===== src/rtl/fetch_unit_if.sv =====
// Instruction-memory request/acknowledge bus between the fetch stage and imem.
// One outstanding request at a time; IAddr is held while IReq=1 until IAck.
interface fetch_unit_if;
  logic        IReq;
  logic [31:0] IAddr;
  logic        IAck;
  logic [31:0] IRData;

  modport master (output IReq, output IAddr, input IAck, input IRData);
  modport slave  (input IReq, input IAddr, output IAck, output IRData);
endinterface


===== src/rtl/fetch_unit.sv =====
// Instruction-fetch stage: fetch PC, small prefetch FIFO of {instr, pc+4},
// variable-latency imem request FSM, and branch redirect with stale-ack discard.
module fetch_unit #(
  parameter int          DEPTH    = 2,
  parameter logic [31:0] RESET_PC = 32'h0000_0000
) (
  input  logic         clk,
  input  logic         reset,
  input  logic         StallF,
  input  logic         PCSrcD,
  input  logic [31:0]  PCBranchD,
  fetch_unit_if.master imem,
  output logic [31:0]  InstrF,
  output logic [31:0]  PCPlus4F,
  output logic         InstrValidF
);

  localparam int PW = (DEPTH > 1) ? $clog2(DEPTH) : 1;
  localparam int CW = $clog2(DEPTH + 1);

  typedef enum logic [1:0] {IDLE, BUSY, DISCARD} state_e;

  state_e          state_q, state_d;
  logic [31:0]     fetchpc_q, fetchpc_d;
  logic [31:0]     iaddr_q, iaddr_d;
  logic            ireq_q, ireq_d;
  logic [CW-1:0]   count_q, count_next;
  logic [PW-1:0]   rd_ptr_q, wr_ptr_q;
  logic [31:0]     instr_q [DEPTH];
  logic [31:0]     pc4_q   [DEPTH];
  logic            push, pop, space;

  function automatic logic [PW-1:0] ptr_inc(input logic [PW-1:0] p);
    return (p == PW'(DEPTH - 1)) ? '0 : p + 1'b1;
  endfunction

  // Head entry drives the D-stage outputs; an empty queue presents a NOP.
  assign InstrValidF = (count_q != '0);
  assign InstrF      = InstrValidF ? instr_q[rd_ptr_q] : '0;
  assign PCPlus4F    = InstrValidF ? pc4_q[rd_ptr_q]   : '0;

  assign imem.IReq  = ireq_q;
  assign imem.IAddr = iaddr_q;

  // A redirect kills both the pop and the push of its cycle.
  assign push       = imem.IAck && (state_q == BUSY) && !PCSrcD;
  assign pop        = InstrValidF && !StallF && !PCSrcD;
  assign count_next = count_q + CW'(push) - CW'(pop);
  // A new request is only launched when its slot is already guaranteed.
  assign space      = (count_next < CW'(DEPTH));

  // Next-state logic for the request FSM, fetch PC and request address.
  always_comb begin
    state_d   = state_q;
    fetchpc_d = fetchpc_q;
    iaddr_d   = iaddr_q;
    if (PCSrcD) begin
      fetchpc_d = PCBranchD;
      case (state_q)
        IDLE: begin
          iaddr_d = PCBranchD;
          state_d = BUSY;
        end
        BUSY, DISCARD: begin
          // An outstanding request is never withdrawn: without an ack we
          // park in DISCARD and eat the stale response later.
          if (imem.IAck) begin
            iaddr_d = PCBranchD;
            state_d = BUSY;
          end else begin
            state_d = DISCARD;
          end
        end
        default: state_d = IDLE;
      endcase
    end else begin
      case (state_q)
        IDLE: begin
          if (space) begin
            iaddr_d = fetchpc_q;
            state_d = BUSY;
          end
        end
        BUSY: begin
          if (imem.IAck) begin
            fetchpc_d = iaddr_q + 32'd4;
            if (space) iaddr_d = iaddr_q + 32'd4;
            else       state_d = IDLE;
          end
        end
        DISCARD: begin
          if (imem.IAck) begin
            iaddr_d = fetchpc_q;
            state_d = BUSY;
          end
        end
        default: state_d = IDLE;
      endcase
    end
    ireq_d = (state_d != IDLE);
  end

  // Control state and queue pointers.
  always_ff @(posedge clk or negedge reset) begin
    if (!reset) begin
      state_q   <= IDLE;
      fetchpc_q <= RESET_PC;
      iaddr_q   <= RESET_PC;
      ireq_q    <= 1'b0;
      count_q   <= '0;
      rd_ptr_q  <= '0;
      wr_ptr_q  <= '0;
    end else begin
      state_q   <= state_d;
      fetchpc_q <= fetchpc_d;
      iaddr_q   <= iaddr_d;
      ireq_q    <= ireq_d;
      if (PCSrcD) begin
        count_q  <= '0;
        rd_ptr_q <= '0;
        wr_ptr_q <= '0;
      end else begin
        count_q <= count_next;
        if (pop)  rd_ptr_q <= ptr_inc(rd_ptr_q);
        if (push) wr_ptr_q <= ptr_inc(wr_ptr_q);
      end
    end
  end

  // Queue storage; contents are qualified by count, so no reset needed.
  always_ff @(posedge clk) begin
    if (push) begin
      instr_q[wr_ptr_q] <= imem.IRData;
      pc4_q[wr_ptr_q]   <= iaddr_q + 32'd4;
    end
  end

endmodule


===== src/flat_wrapper.sv =====
// flat-port wrapper written by rule: the top's interface ports become plain ports
module fetch_unit_flat 
#(
  parameter int          DEPTH    = 2,
  parameter logic [31:0] RESET_PC = 32'h0000_0000
)
  (clk, reset, StallF, PCSrcD, PCBranchD, InstrF, PCPlus4F, InstrValidF, imem_IReq, imem_IAddr, imem_IAck, imem_IRData);
  fetch_unit_if imem_i ();
  input  logic clk;
  input  logic reset;
  input  logic StallF;
  input  logic PCSrcD;
  input  logic [31:0] PCBranchD;
  output logic [31:0] InstrF;
  output logic [31:0] PCPlus4F;
  output logic InstrValidF;
  output wire logic [$bits(imem_i.IReq)-1:0] imem_IReq;
  output wire logic [$bits(imem_i.IAddr)-1:0] imem_IAddr;
  input wire logic [$bits(imem_i.IAck)-1:0] imem_IAck;
  input wire logic [$bits(imem_i.IRData)-1:0] imem_IRData;
  assign imem_IReq = imem_i.IReq;
  assign imem_IAddr = imem_i.IAddr;
  assign imem_i.IAck = imem_IAck;
  assign imem_i.IRData = imem_IRData;
  fetch_unit #(.DEPTH(DEPTH), .RESET_PC(RESET_PC)) u_core (.clk(clk), .reset(reset), .StallF(StallF), .PCSrcD(PCSrcD), .PCBranchD(PCBranchD), .imem(imem_i), .InstrF(InstrF), .PCPlus4F(PCPlus4F), .InstrValidF(InstrValidF));
endmodule

===== config.mk =====
export PLATFORM = sky130hd
export DESIGN_NAME = fetch_unit_flat
export DESIGN_NICKNAME = d
export VERILOG_FILES = /design/src/rtl/fetch_unit_if.sv /design/src/rtl/fetch_unit.sv /design/src/flat_wrapper.sv
export SDC_FILE = /design/constraint.sdc
export NUM_CORES = 1
export LEC_CHECK = 0
export ABC_AREA = 0
export CORE_ASPECT_RATIO = 0.9
export CORE_MARGIN = 1
export CORE_UTILIZATION = 48
export CTS_CLUSTER_SIZE = 14
export DETAILED_ROUTE_END_ITERATION = 8
export HOLD_SLACK_MARGIN = 0.12
export PLACE_DENSITY_LB_ADDON = 0.25
export REMOVE_ABC_BUFFERS = 1
export SETUP_SLACK_MARGIN = 0.2
export SYNTH_ARGS = -nofsm -noshare
export SYNTH_HDL_FRONTEND = slang
export SYNTH_SLANG_ARGS = --single-unit
export TNS_END_PERCENT = 30

===== constraint.sdc =====
create_clock -name clk -period 4 [get_ports clk]
set_input_delay 0.8 -clock clk [delete_from_list [all_inputs] [get_ports clk]]
set_output_delay 0.8 -clock clk [all_outputs]
set_load 0.01 [all_outputs]

==> results.md <==
* Sequential share of power at 40.2%
* DRT iter0 DRCs at around 500
* PwrDens at about 680 mW/mm²
* Top cells by area, synth: edfxtp_1, dfrtp_1, mux2i_1
* Synth Register Bits at 199
* Worst-skew pair later-pin latency at 0.44 ns
* TritonCTS buffer count at 17
* Highest clock rate at 295 MHz
* Area growth, synth to finish at 28.0%
* Area share of the leading cell type in the synthesized netlist at between 40% and 50%
* TritonCTS Sinks at 199
* Post-CTS Resized at 0
* Setup bufs post-CTS at 0
* Final Non-Filler Cells at 1167
* Register area share after synthesis at 61.6%
* Ant diodes at 0
* Most common cell after layout, fill and taps aside: clkdlybuf4s50_1
* Int Power at 5.01 mW
* WL final at ~21 mm
* Leakage at 4.24 nW
* Most frequent cells in the layout: clkdlybuf4s50_1, edfxtp_1, nor2_1, mux2i_1, dfrtp_1
* Outcome: finished, final reports clean
* Core ar. at 0.0185 mm²
* Worst-path clk slew at 0.07 ns
* Half-perimeter wire length after placement at 13.8 mm
* First-pass GRT wire length at 32.9 mm
* Dpl cells at around 1100
* Share of layout cells above drive strength 1 at 8.03%
* Worst Path Required at 3.20 ns
* Final setup fails at 0
* RSZ-0062 raised after global routing: false
* Crit Path Max Fanout at 47
* Clock network fraction of total power at 20.6%
* Post-route setup slack at between 0.6 and 0.7 ns
* DRC Markers at 0
* Final core utilization at 63.0%
* Initial Utilization at 49.3%
* DRT Pass-1 Iters at 5
* Die area at 0.0196 mm²
* Final period util at 84.8%
* Placer congestion estimate at 0.839
* GRT Util Overall at 21.9%
* Max_slew headroom at between 30% and 40%
* Synthesized area per cell at 12.2 µm²
* Comb power frac at 39.2%
* NumNets Final at slightly below 1000
* GR Overflow Total at 0
* Vias at 6475
* YS warnings at 0
* Drt wl/cell at 18.0 µm
* Hold buffers post-CTS at 0
* Yosys cell types at 60
* Clock Path Buffers at 2
* Chip height at 133 µm
* Largest area contributor in the netlist: edfxtp_1
* FP Rows at 47
* CP Class: register to output port
* Mapped Area at 0.00912 mm²
* CTS tree: done
* Post-Syn Instances at 749
* Vias per Instance at 5.55
* Worst Hold Class: input pin to async pin
* Arr. time, crit path at 2.59 ns
* Max VDD drop at 0.000470 V
* CP Capture Type: output port
* Switch share at a little under two fifths
* Largest net degree at the start of global routing at between 60 and 70
* Fin crit period at 3.39 ns
* Port Buffers at 166
* Reg-to-reg slack, setup at between 0.9 and 1 ns
* Root Driver: clkbuf_16
* Slew Limit Fails at 0
* Ys async rst share at 35.7%
* Sw Pwr at roughly 2.9 mW
* Synth Flop Type: edfxtp_1
* Final Hold Viols at 0
* Number of I/O pins at 167
* H-tree Lvls at 4
* EDFF count, synth at approximately 130
* Pre-CTS setup slack at between 0.4 and 0.5 ns
* Max Cap Violations at 0
* Initial antenna violation count at 0
* Post-route ant nets at 0
* DIE WIDTH at 147 µm
* Vias in the first global route at 6119
* Startpoint types: register
* Worst-margin pin slew at 0.994 ns
* Setup Skew at 0.00946 ns
==> power by group through the flow <==
stage	clock network [mW]	registers (mW)	logic [mW]
6_report	1.64	3.19	3.11
5_1_grt	1.73	3.24	3.38
4_1_cts	1.65	3.19	3.13
3_5_place_dp	0	3.22	3.11
3_3_place_gp	0	3.21	3.05
2_1_floorplan	0	3.19	1.70
==> per-stage QoR <==
stage	area [µm²]	power (mW)	hold WS, ns	TNS [ns]
2_1_floorplan	8940	4.89	0.468	-82.77
3_3_place_gp	11100	6.26	0.485	0
3_5_place_dp	11100	6.33	0.494	0
4_1_cts	11700	7.97	0.358	0
5_1_grt	11700	8.35	0.382	0
6_report	11700	7.93	0.354	0
==> flip-flops by register name, summed over array words and instances, names as in the netlist <==
signal / cells
u_core.imem.IReq: 1
u_core.rd_ptr_q: 1
u_core.pc4_q: 64
u_core.count_q: 2
u_core.fetchpc_q: 32
u_core.imem.IAddr: 32
u_core.state_q: 2
u_core.instr_q: 64
u_core.wr_ptr_q: 1
==> final timing paths <==
kind                                             startpoint                                end  cells past startpoint
max                             u_core.rd_ptr_q$_DFFE_PN0P_                       PCPlus4F[11]                      4
min                                                   reset   u_core.fetchpc_q[27]$_DFFE_PN0P_                      1
max reg2reg                     u_core.state_q[1]$_DFF_PN0_  u_core.imem.IAddr[28]$_DFFE_PN0P_                     11
min reg2reg                u_core.fetchpc_q[14]$_DFFE_PN0P_   u_core.fetchpc_q[14]$_DFFE_PN0P_                      2
max in group asynchronous                             reset        u_core.state_q[1]$_DFF_PN0_                      2
min in group clk           u_core.fetchpc_q[14]$_DFFE_PN0P_   u_core.fetchpc_q[14]$_DFFE_PN0P_                      2
==> worst max-delay path, stage by stage, from the launching register on <==
cell and delay, ns:
dfrtp_4 0.97, buf_4 0.35, mux2i_1 0.24, nor2_1 0.07, clkdlybuf4s50_1 0.51
==> routing by layer <==
metal / track usage, % / share of wire, % / vias up / routed length (µm)
li1: - / - / 3089 / -
met2: 34.9 / 47 / 205 / 9850
met5: 0 / 0 / - / 0
met1: 30.5 / 47 / 3167 / 9800
met4: 6.70 / 1.1 / 0 / 238
met3: 4.34 / 5.4 / 14 / 1140
==> area by class of cell <==
| type | count | area [µm²] |
|---|---|---|
| sequential | 199 | 5620 |
| inverter | 21 | 78.8 |
| multi-input combinational | 485 | 3270 |
| clock buffer | 18 | 429 |
| clock inverter | 14 | 135 |
| tap | 245 | 307 |
| timing repair buffer | 185 | 1830 |
| fill | 1445 | 6850 |
==> Yosys cell counts (2+ instances only) <==
master,count
clkbuf_1,36
or2_2,6
nor2b_1,5
a22o_1,6
nand2_1,38
o211ai_1,5
clkbuf_2,2
dfrtp_1,71
o31ai_1,2
nand3_1,20
and2_1,16
a21oi_1,22
buf_2,3
a211oi_1,2
a21o_1,7
o2bb2ai_1,12
nor3_1,7
o21ai_0,34
nor4_2,4
o22ai_1,6
nor2_1,103
a32oi_1,3
mux2i_1,75
nand4_1,6
ha_1,7
nor4_1,6
a22oi_1,2
a222oi_1,2
nor3b_1,2
buf_1,2
a31oi_1,9
a221oi_1,7
o31a_1,4
and3_1,3
and4_1,2
xor2_1,19
or3_1,2
edfxtp_1,128
xnor2_1,9
inv_1,20
a221o_1,15
==> kinds of logic after synthesis <==
logic type | count (synthesis) | synth area share, %
adder cells (fa/ha/maj) | 7 | 0.960
flip-flops | 199 | 61.6
multiplexers | 76 | 8.35
XOR/XNOR | 30 | 3.11
AO/OA/AOI/OAI | 146 | 11.3
AND/OR/NAND/NOR | 226 | 11.8
buffers and inverters | 65 | 2.82
Note: power is estimated with default switching activity, not from simulation.
